### src/rtl/ultrasonic_trig_gen_pkg.sv
// Shared definitions for the ultrasonic ranging blocks.
// Holds the trigger FSM state encoding and the measurement error codes.
// The echo pulse-width counter uses the same error codes.
package ultrasonic_trig_gen_pkg;

  localparam int STATE_W = 3;

  typedef enum logic [STATE_W-1:0] {
    ST_IDLE      = 3'd0,
    ST_TRIG      = 3'd1,
    ST_WAIT_RISE = 3'd2,
    ST_WAIT_FALL = 3'd3,
    ST_HOLDOFF   = 3'd4
  } state_t;

  localparam logic [1:0] ERR_OK      = 2'b00;
  localparam logic [1:0] ERR_NO_ECHO = 2'b01;
  localparam logic [1:0] ERR_LONG    = 2'b10;

endpackage

### src/rtl/echo_edge_sync.sv
// Echo line synchroniser: two flops, then rise/fall strobes.
// Latency: an echo edge shows up as a one-cycle strobe after the first flop captures it.
// Always accepts input, so there is no backpressure. Also used by the echo pulse-width counter.
module echo_edge_sync (
  input  logic clk_i,
  input  logic rst_i,
  input  logic echo_i,
  output logic rise_o,
  output logic fall_o
);

  logic s1_q;
  logic s2_q;

  // Two-flop synchroniser for the asynchronous echo line
  always_ff @(posedge clk_i) begin
    if (rst_i) begin
      s1_q <= 1'b0;
      s2_q <= 1'b0;
    end else begin
      s1_q <= echo_i;
      s2_q <= s1_q;
    end
  end

  // A level that is already high never produces a rise, so a stuck line is not an echo
  assign rise_o = s1_q & ~s2_q;
  assign fall_o = ~s1_q & s2_q;

endmodule

### src/rtl/ultrasonic_trig_gen.sv
// Ultrasonic trigger generator: fires the sensor trigger, times the echo, flags timeouts.
// Latency: trig rises one cycle after leaving IDLE; meas_done pulses one cycle after the deciding edge or timeout.
// No backpressure; with TRIG_ONESHOT_EN defined, start is only honoured in IDLE and is otherwise dropped.
module ultrasonic_trig_gen
  import ultrasonic_trig_gen_pkg::*;
#(
  parameter int unsigned TRIG_US    = 10,
  parameter int unsigned PERIOD_US  = 60000,
  parameter int unsigned RISE_TO_US = 5000,
  parameter int unsigned ECHO_TO_US = 38000,
  parameter int unsigned CNT_W      = 20
) (
  input  logic       clk_1m,
  input  logic       rst,
  input  logic       echo,
`ifdef TRIG_ONESHOT_EN
  input  logic       start,
`endif
  output logic       trig,
  output logic       busy,
  output logic       meas_done,
  output logic [1:0] err
);

  // Last counter value of each timed phase
  localparam logic [CNT_W-1:0] TRIG_LAST = CNT_W'(TRIG_US - 1);
  localparam logic [CNT_W-1:0] RISE_LAST = CNT_W'(RISE_TO_US - 1);
  localparam logic [CNT_W-1:0] ECHO_LAST = CNT_W'(ECHO_TO_US - 1);
  // HOLDOFF exits one count early because IDLE takes one cycle before the next TRIG,
  // so trigger rises land exactly PERIOD_US cycles apart.
  localparam logic [CNT_W-1:0] HOLD_LAST = CNT_W'(PERIOD_US - 2);

  state_t           state_q, state_d;
  logic [CNT_W-1:0] phase_q, phase_d;
  logic [CNT_W-1:0] per_q, per_d;
  logic             trig_q, trig_d;
  logic             busy_q, busy_d;
  logic             done_q, done_d;
  logic [1:0]       err_q, err_d;
  logic             rise;
  logic             fall;
  logic             go;

  echo_edge_sync u_echo_edge_sync (
    .clk_i  (clk_1m),
    .rst_i  (rst),
    .echo_i (echo),
    .rise_o (rise),
    .fall_o (fall)
  );

`ifdef TRIG_ONESHOT_EN
  assign go = start;
`else
  assign go = 1'b1;
`endif

  // State, counters and registered outputs
  always_ff @(posedge clk_1m) begin
    if (rst) begin
      state_q <= ST_IDLE;
      phase_q <= '0;
      per_q   <= '0;
      trig_q  <= 1'b0;
      busy_q  <= 1'b0;
      done_q  <= 1'b0;
      err_q   <= ERR_OK;
    end else begin
      state_q <= state_d;
      phase_q <= phase_d;
      per_q   <= per_d;
      trig_q  <= trig_d;
      busy_q  <= busy_d;
      done_q  <= done_d;
      err_q   <= err_d;
    end
  end

  // Next-state logic; an echo edge on the timeout cycle takes priority over the timeout
  always_comb begin
    state_d = state_q;
    phase_d = phase_q + 1'b1;
    per_d   = per_q + 1'b1;
    done_d  = 1'b0;
    err_d   = err_q;
    case (state_q)
      ST_IDLE: begin
        phase_d = '0;
        if (go) begin
          state_d = ST_TRIG;
          per_d   = '0;
        end
      end
      ST_TRIG: begin
        if (phase_q == TRIG_LAST) begin
          state_d = ST_WAIT_RISE;
          phase_d = '0;
        end
      end
      ST_WAIT_RISE: begin
        if (rise) begin
          state_d = ST_WAIT_FALL;
          phase_d = '0;
        end else if (phase_q == RISE_LAST) begin
          state_d = ST_HOLDOFF;
          done_d  = 1'b1;
          err_d   = ERR_NO_ECHO;
        end
      end
      ST_WAIT_FALL: begin
        if (fall) begin
          state_d = ST_HOLDOFF;
          done_d  = 1'b1;
          err_d   = ERR_OK;
        end else if (phase_q == ECHO_LAST) begin
          state_d = ST_HOLDOFF;
          done_d  = 1'b1;
          err_d   = ERR_LONG;
        end
      end
      ST_HOLDOFF: begin
        if (per_q >= HOLD_LAST) begin
          state_d = ST_IDLE;
        end
      end
      default: begin
        state_d = ST_IDLE;
      end
    endcase
    trig_d = (state_d == ST_TRIG);
    busy_d = (state_d != ST_IDLE);
  end

  assign trig      = trig_q;
  assign busy      = busy_q;
  assign meas_done = done_q;
  assign err       = err_q;

endmodule

### config.mk
export PLATFORM = sky130hd
export DESIGN_NAME = ultrasonic_trig_gen
export DESIGN_NICKNAME = d
export VERILOG_FILES = /design/src/rtl/ultrasonic_trig_gen_pkg.sv /design/src/rtl/echo_edge_sync.sv /design/src/rtl/ultrasonic_trig_gen.sv
export SDC_FILE = /design/constraint.sdc
export NUM_CORES = 1
export LEC_CHECK = 0
export ABC_CLOCK_PERIOD_IN_PS = 2100
export CORE_ASPECT_RATIO = 0.8
export CORE_MARGIN = 2
export CORE_UTILIZATION = 47
export DETAILED_ROUTE_END_ITERATION = 7
export PLACE_DENSITY = 0.66
export SLEW_MARGIN = 10
export SYNTH_ARGS = -nofsm -noshare
export SYNTH_HDL_FRONTEND = slang
export SYNTH_SLANG_ARGS = --single-unit
### constraint.sdc
create_clock -name clk_1m -period 2.1 [get_ports clk_1m]
set_clock_uncertainty 0.15 [all_clocks]
set_input_delay 0.42 -clock clk_1m [delete_from_list [all_inputs] [get_ports clk_1m]]
set_output_delay 0.42 -clock clk_1m [all_outputs]
set_load 0.1 [all_outputs]
* Word level (Yosys, flattened, before mapping) *
Index checks and enable logic that the tools add are counted.

word-level totals
  logic and storage cells = 52
  input port bits = 3
  register bits = 50
  output and inout port bits = 5

cells by class
  bitwise operators = 4
  add/subtract/negate cells = 2
  order comparisons = 1
  muxes and demuxes = 20
  reductions and logical operators = 5
  equal/unequal tests = 11

operators by type and width
  kind                     number
  $pmux W20 S3             1
  $add A20 B1 Y20 const B  2
  $mux W20                 2
  $eq A20 B13 Y1 const B   1
  $eq A20 B16 Y1 const B   1
  $eq A20 B4 Y1 const B    1
  $ge A20 B16 Y1 const B   1
  $mux W3                  6
  $pmux W3 S5              1
  $mux W2                  4
  $eq A3 B1 Y1 const B     2
  $eq A3 B2 Y1 const B     2
  $mux W1                  4
  $ne A2 B2 Y1 const B     2
  $pmux W2 S2              1
  $reduce_and A4 Y1        1
  $eq A3 B3 Y1 const B     1
  $logic_not A3 Y1         1
  $ne A3 B3 Y1 const B     1
  $reduce_bool A3 Y1       1
  $and A1 B1 Y1            2
  $not A1 Y1               2
  $pmux W1 S2              1
  $reduce_bool A2 Y1       1
  $reduce_or A2 Y1         1

* Depth between registers and ports, before layout *
Gate-level depths: netlist of the first run.

  depth after elaboration = 5
  gate-level depth with buffers = 8
  gate-level depth less buffers = 7

* Hierarchy *
From an unflattened synthesis of the first run, not the netlist that was laid out.

second synthesis, totals
  cell total of the unflattened synthesis = 270
  area total of the unflattened synthesis = 2289.7 um^2

modules (own cells, without submodules)
  module               area an instance (um^2)  instances  sequential area each (um^2)  cells each
  ultrasonic_trig_gen  2224.6                   1          960.9                        264
  echo_edge_sync       65.1                     1          40.0                         6

* Worst setup path before layout of the first run *
OpenSTA, ideal clock, no wires.

  path type = reg-to-reg
  from = register phase_q[0]
  to = register err_q[1] (netlist: err[1])
  clock period less this slack = 1.980 ns
  stages on the path, launching flop included = 7
  buffers on the path = 0
  arrival = 1.714 ns
  setup slack = 0.120 ns
  cells stage by stage = dfxtp_1 -> ha_1 -> nand3_2 -> or3_1 -> o211ai_2 -> o211ai_2 -> a31o_1

on the way
  cells in the longest elaborated chain, start to end = 3
  elaborated cells on any way between the ends = 5
  those cells by class = eq/ne: 4; reduce/logical: 1

ends and longest elaborated chain
  item                                                           RTL line                                                source
  from (decl)                                                    ultrasonic_trig_gen.sv:34                               logic [CNT_W-1:0] phase_q, phase_d;
  from (signal assigned)                                         ultrasonic_trig_gen.sv:70                               phase_q <= phase_d;
  $eq A20 B16 Y1 / $eq A20 B13 Y1 (equally long branches)        ultrasonic_trig_gen.sv:115, ultrasonic_trig_gen.sv:104
  $ne A3 B3 Y1 (no line) / $ne A2 B2 Y1 (equally long branches)  n/a
  $reduce_and A4 Y1 (no line) (*)                                n/a
  to (signal assigned)                                           ultrasonic_trig_gen.sv:75                               err_q <= err_d;
  to (decl)                                                      ultrasonic_trig_gen.sv:39                               logic [1:0] err_q, err_d;

Mark *: on every way between the ends. The rest lies on a longest branch, timed or not.
A chain may end at the register's enable or synchronous reset.

* Worst setup path in the final report of the first run *
  from = register phase_q[1]
  to = register trig_q (netlist: trig)

on the way
  cells in the longest elaborated chain, start to end = 5
  elaborated cells on any way between the ends = 10
  those cells by class = eq/ne: 4; mux: 6

ends and longest elaborated chain
  item                                                     RTL line                                                source
  $eq A20 B16 Y1 / $eq A20 B13 Y1 (equally long branches)  ultrasonic_trig_gen.sv:115, ultrasonic_trig_gen.sv:104
  $mux W3 (on tied branches)                               ultrasonic_trig_gen.sv:115, ultrasonic_trig_gen.sv:104
  $mux W3 (on tied branches)                               ultrasonic_trig_gen.sv:111, ultrasonic_trig_gen.sv:101
  $pmux W3 S5 (*)                                          ultrasonic_trig_gen.sv:86                               case (state_q)
  $eq A3 B1 Y1 (*)                                         ultrasonic_trig_gen.sv:130                              trig_d = (state_d == ST_TRIG);
  to (signal assigned)                                     ultrasonic_trig_gen.sv:72                               trig_q <= trig_d;
  to (decl)                                                ultrasonic_trig_gen.sv:36                               logic trig_q, trig_d;

Marked as above.

==> run_results.csv, run 1 <==
group,metric,value,unit
route,wirelength,4440,um
cells_and_area,final_area,2620,um2
timing,finalCritPeriodShare,0.952,
synthesis,synthAdderAreaFrac,0.0216,
worst_setup_path,cp_max_fo,4,
job,drv_cap,0,
timing,hold-worst-slack,332,ps
global_route,grt_overflow,0,
global_route,grt_usage,0.184,
cells_and_area,final_common_cell,"dfxtp_1",
synthesis,syn_nets,276,
timing,hold_viol_final,0,
timing,tns,0,ps
clock_network,clock-sinks,50,
floorplan,fp-row-count,22,
synthesis,synthesis.area,2320,um2
worst_setup_path,crit_type,"reg2reg",
clock_network,cts.path.max_buffers,2,
global_route,grt_pass1_vias,1681,
floorplan,fp.dieH,66.8,um
synthesis,synthCells,269,
floorplan,core,4680,um2
synthesis,yosysTopAreaCell,"dfxtp_1",
worst_setup_path,cp-end-kind,"flop",
worst_setup_path,cp_slowest_stage_delay,430,ps
synthesis,avgSynthCellArea,8.61,um2
timing,worstMarginPinSlew,374,ps
clock_network,path_clk_slew,90,ps
clock_network,cts_hold_buf,0,
global_route,grt_pass1_wl,7630,um
timing,fin_ws,101,ps
synthesis,synthSimpleGateAreaFrac,0.294,
route,viasPerCell,5.42,
worst_setup_path,crit_family,"compound AO/OA/AOI/OAI gates",
route,via_count,1886,
clock_network,postCtsResizedCells,0,
route,drtIter0Drc,93,
route,dr.pass1.iters,4,
synthesis,synth.top_cell.area_share,0.432,
placed_design,placed_cell_area,2520,um2
clock_network,clock_tree.root_cell,"clkbuf_8",
synthesis,synth_compound_area_frac,0.107,
worst_setup_path,start_kind,"flop",
timing,slew_headroom,0.751,
power,power.density,604,nW/um2
floorplan,die-area,5510,um2
worst_setup_path,path_cells,"ha_1, nand3_2, or3_1, o211ai_2, o21ai_1, a221oi_2",
cells_and_area,fillers,437,
timing,min_period,2000,ps
synthesis,ys_async_sr_fraction,0,
min_path,hp-class,"reg2reg",
floorplan,boundaryPins,8,
cells_and_area,final_util,0.560,
route,drc,0,
floorplan,start_util,0.495,
synthesis,synth_seq_cells,50,
clock_network,htree_levels,2,
floorplan,die_w,82.5,um
cells_and_area,layout-area-overhead-vs-synth,13.0,%
timing,setup_violations,0,
timing,fmax,500,MHz
placed_design,routabilityCongestion,0.840,
timing,rsz0062_at_grt,"no",
cells_and_area,regArea,1000,um2
synthesis,synth_xor_area_frac,0.117,
synthesis,ys.flop_type,"dfxtp_1",
worst_setup_path,critPathSlowestCell,"or3_1",
placed_design,dp_slack,77.7,ps
global_route,antenna_found_initial,0,
cells_and_area,multiInputGateArea,1260,um2
route,antenna_left,0,
synthesis,synthMuxAreaShare,0,
synthesis,yosys_warnings,0,
global_route,grt_max_degree,21,
power,power.leakage,0.879,nW
worst_setup_path,crit_buf_inv,0,
timing,finalMaxSlewViolations,0,
status,status,"completed",
power,vdd_drop_max,0.000371,V
cells_and_area,drive_above_1_share,0.125,
cells_and_area,fin_nets,295,
synthesis,synth_top_family_by_area,"simple AND/OR/NAND/NOR gates",
synthesis,seq_area_frac_synth,0.432,
synthesis,synthTopCellsByArea,"dfxtp_1 (43%), nor2_1 (7.5%), xnor2_1 (6.8%), xor2_1 (4.9%), nand3_1 (3.0%)",
worst_setup_path,worstPathArrival,2070,ps
route,wl_per_cell,12.8,um
clock_network,cts_buffers,5,
placed_design,io_buffers,7,
worst_setup_path,cp_data_required_time,2170,ps
cells_and_area,antennaDiodeCount,0,
placed_design,dp_hpwl,3240,um
synthesis,synth_edf_count,0,
clock_network,cts_tree,"built",
synthesis,yosysUniqueCellTypes,43,
cells_and_area,final_cell_mix,"dfxtp_1 (50), nor2_1 (46), nand2_1 (18), xnor2_1 (18), buf_4 (16)",
clock_network,cts_setup_buffers,0,
clock_network,clk_latency,310,ps
-- power by group --
part	leakage, nW	internal [mW]	total (mW)	switching [mW]
clock	0.0362	0.228	0.544	0.316
sequential	0.405	0.956	0.965	0.00863
combinational	0.438	0.0251	0.0719	0.0468
total	0.879	1.21	1.58	0.372
-- final timing paths --
path | slack, ps | endpoint | start | cells after the start
hold / removal | 330 | u_echo_edge_sync.s2_q | u_echo_edge_sync.s1_q | 1
setup reg to reg | 100 | trig | phase_q[1] | 6
hold reg to reg | 330 | u_echo_edge_sync.s2_q | u_echo_edge_sync.s1_q | 1
setup / recovery | 100 | trig | phase_q[1] | 6
-- area by class of cell --
class	count	area share
Clock buffer	5	0.0263
Inverter	9	0.0129
Clock inverter	2	0.00573
Sequential cell	50	0.382
Multi-Input combinational cell	203	0.483
Timing Repair Buffer	19	0.0612
Tap cell	60	0.0287
-- state kept, by name, indices dropped and copies added, names as in the netlist --
name                   count
phase_q                   20
meas_done                  1
busy                       1
state_q                    3
per_q                     20
err                        2
trig                       1
u_echo_edge_sync.s2_q      1
u_echo_edge_sync.s1_q      1
-- worst reg2reg max path, delay by kind of cell (launching register included) --
family	cells	cell delay, ps
adder cells (fa/ha/maj)	1	240
flip-flops	1	380
AO/OA/AOI/OAI	3	620
AND/OR/NAND/NOR	2	540
-- metrics by stage --
| step | total power [mW] | instances |
|---|---|---|
| after global routing | 1.65 | 348 |
| final | 1.58 | 348 |
| after floorplan | 1.03 | 269 |
| after detailed placement | 1.06 | 341 |
| after CTS | 1.60 | 348 |
| after global placement | 1.06 | 341 |
-- layer usage --
layer,track usage,vias up,wire length (um)
met4,0.0594,0,45
li1,-,970,-
met5,0,-,0
met3,0.0623,5,137
met2,0.264,26,1880
met1,0.259,885,2380
-- kinds of logic (layout without fill, tap and decap cells) --
logic type | after synthesis | after routing
DFF | 50 | 50
xor gates and xnor gates | 31 | 31
AOI/OAI and AO/OA | 36 | 36
buffers and inverters | 16 | 35
and+or+nand+nor | 132 | 132
adders and majority gates | 4 | 4
-- cells in the mapped netlist, types with 2 or more instances --
library cell and n:
nand2b_1 3, clkbuf_1 4, and3_1 4, nand2_1 18
o21ai_0 6, inv_1 9, nor4_1 5, nor3_1 12
a221oi_2 2, nand4_1 5, xnor2_1 18, nor2b_1 3
nand3_1 14, nor2_1 46, xor2_1 13, o211ai_2 2
a21oi_1 9, or3_1 9, buf_2 3, dfxtp_1 50
a21o_1 2, o21ai_1 6, nand3_2 2, nand4b_1 2
ha_1 4
Note: power is estimated with default switching activity, not from simulation.
==> run 2, diff against run 1 <==
Settings changed: CTS_CLUSTER_SIZE from default to 24, TNS_END_PERCENT from default to 30.
==> results of run 2 <==
No change in the layout: final DEF, timing and power equal those of run 1.
==> run 3, diff against run 2 <==
Settings changed: CAP_MARGIN from default to 10, GPL_TIMING_DRIVEN from default to 0, SETUP_SLACK_MARGIN from default to 0.15.
==> run 3 against run 2 <==
Wire length grew 4.9%. Critical path depth is 2 lower. Sequential cell count did not move. Worst setup slack gained 58 ps. Power up 18%. Largest power group unchanged. Worst hold slack worse by 40 ps. Largest cell class unchanged. Sequential share of layout area is 1.3 points lower. Global-route usage rose by 0.71 points. Count of clock-buffer cells in the layout is 1 higher.
==> run_results.csv, run 3 (synthesis results as in run 1) <==
group,metric,value,unit
route,maxUsedRoutingLayer,"met4",
floorplan,die-area,5510,um2
clock_network,clock-sinks,50,
timing,setup_violations,0,
route,antenna_left,0,
worst_setup_path,start_kind,"flop",
route,wl_per_cell,13.3,um
clock_network,clk_latency,310,ps
route,dr.pass1.iters,5,
power,seq_power_share,0.516,
worst_setup_path,critPathSlowestCell,"or4_4",
worst_setup_path,cp_data_required_time,2180,ps
job,drv_cap,0,
clock_network,clock_tree.root_cell,"clkbuf_8",
placed_design,io_buffers,7,
cells_and_area,layout-area-overhead-vs-synth,19.0,%
cells_and_area,antennaDiodeCount,0,
placed_design,placed_cell_area,2470,um2
clock_network,cts_hold_buf,0,
route,wl_met3,143,um
floorplan,start_util,0.495,
route,viasPerCell,5.33,
clock_network,path_clk_slew,90,ps
global_route,grt_usage,0.191,
cells_and_area,drive_above_1_share,0.173,
floorplan,core,4680,um2
timing,hold_viol_final,0,
route,drtIter0Drc,94,
cells_and_area,fin_nets,295,
power,power.density,677,nW/um2
floorplan,fp-row-count,22,
global_route,grt_pass1_wl,7940,um
power,switchingPower,0.381,mW
timing,worstMarginPinSlew,566,ps
cells_and_area,final_common_cell,"nor2_1",
floorplan,fp.dieH,66.8,um
power,swShare,0.204,
worst_setup_path,cp_slowest_stage_delay,560,ps
floorplan,die_w,82.5,um
timing,min_period,1940,ps
worst_setup_path,path_cells,"or4_4, nor4_4, o211ai_2, a221oi_2",
cells_and_area,reg.largest.list,"per_q: 20 flops, phase_q: 20 flops, state_q: 3 flops",
timing,rsz0062_at_grt,"yes",
route,via_count,1861,
timing,slew_headroom,0.624,
cells_and_area,final_cell_mix,"nor2_1 (46), dfxtp_1 (43), xnor2_1 (18)",
placed_design,routabilityCongestion,0.821,
route,wirelength,4660,um
clock_network,htree_levels,2,
timing,fmax,515,MHz
timing,hold-worst-slack,292,ps
power,power.leakage,0.899,nW
placed_design,dp_hpwl,3150,um
worst_setup_path,cp-end-kind,"flop",
route,wl_met1,2610,um
clock_network,cts_tree,"built",
timing,finalCritPeriodShare,0.924,
route,drc,0,
worst_setup_path,cp_max_fo,4,
global_route,grt_pass1_vias,1669,
min_path,hp-class,"reg2reg",
route,wl_met2,1840,um
power,p_int,1.48,mW
global_route,grt_max_degree,16,
worst_setup_path,crit_type,"reg2reg",
power,clkPwrFrac,0.447,
global_route,grt_overflow,0,
status,status,"completed",
global_route,antenna_found_initial,0,
clock_network,cts_buffers,5,
clock_network,cts.path.max_buffers,2,
power,pwr-share-comb,0.037,
worst_setup_path,worstPathArrival,2020,ps
floorplan,boundaryPins,8,
power,vdd_drop_max,0.000292,V
cells_and_area,final_area,2760,um2
timing,finalMaxSlewViolations,0,
## run 3: repair_timing
action	4_1_cts	5_1_grt
cloned	0	0
pin swaps	4	4
setup endpoints to repair	31	35
buffers inserted	3	2
resized for setup	27	18
## run 3: power by group through the flow
stage	sequential [mW]	combinational, mW	clock, mW
after floorplan	0.999	0.0336	0
after global placement	0.985	0.0697	0
after detailed placement	0.985	0.0696	0
after CTS	0.964	0.0694	0.847
after global routing	0.964	0.0764	0.891
final	0.962	0.0696	0.833
## run 3: stage by stage
| stage | total power, mW | utilization | std cells | setup WS [ps] | setup TNS, ps |
|---|---|---|---|---|---|
| 2_1_floorplan | 1.03 | - | 269 | 155 | 0 |
| 3_3_place_gp | 1.05 | 0.527 | 336 | -51.0 | -487 |
| 3_5_place_dp | 1.05 | 0.527 | 336 | -54.0 | -545 |
| 4_1_cts | 1.88 | 0.575 | 347 | 76.4 | 0 |
| 5_1_grt | 1.93 | 0.589 | 349 | 105 | 0 |
| 6_report | 1.86 | 0.589 | 349 | 159 | 0 |
## run 3: layer usage
layer / vias up / global-route usage
li1: 968 / -
met1: 864 / 0.304
met2: 22 / 0.238
met3: 7 / 0.0407
met4: 0 / 0.0861
met5: - / 0
## run 3: worst max-delay path, delay by kind of cell, from the launching register on
family	cells	cell delay, ps
DFF	1	340
and+or+nand+nor	2	960
AOI/OAI and AO/OA	2	420
## run 3: final timing paths
path                             startpoint          to  slack (ps)  cells past startpoint
worst max-delay path            phase_q[10]  state_q[2]         160                      4
worst min-delay path               per_q[0]    per_q[0]         290                      1
worst max register to register  phase_q[10]  state_q[2]         160                      4
worst min register to register     per_q[0]    per_q[0]         290                      1
## run 3: area by class of cell
class	instances	area, um2
clock buffer	6	82.6
fill	406	1920
timing repair buffer	12	114
tap	60	75.1
buffer	7	36.3
multi-input combinational	203	1340
clock inverter	2	60.1
sequential	50	1020
inverter	9	33.8
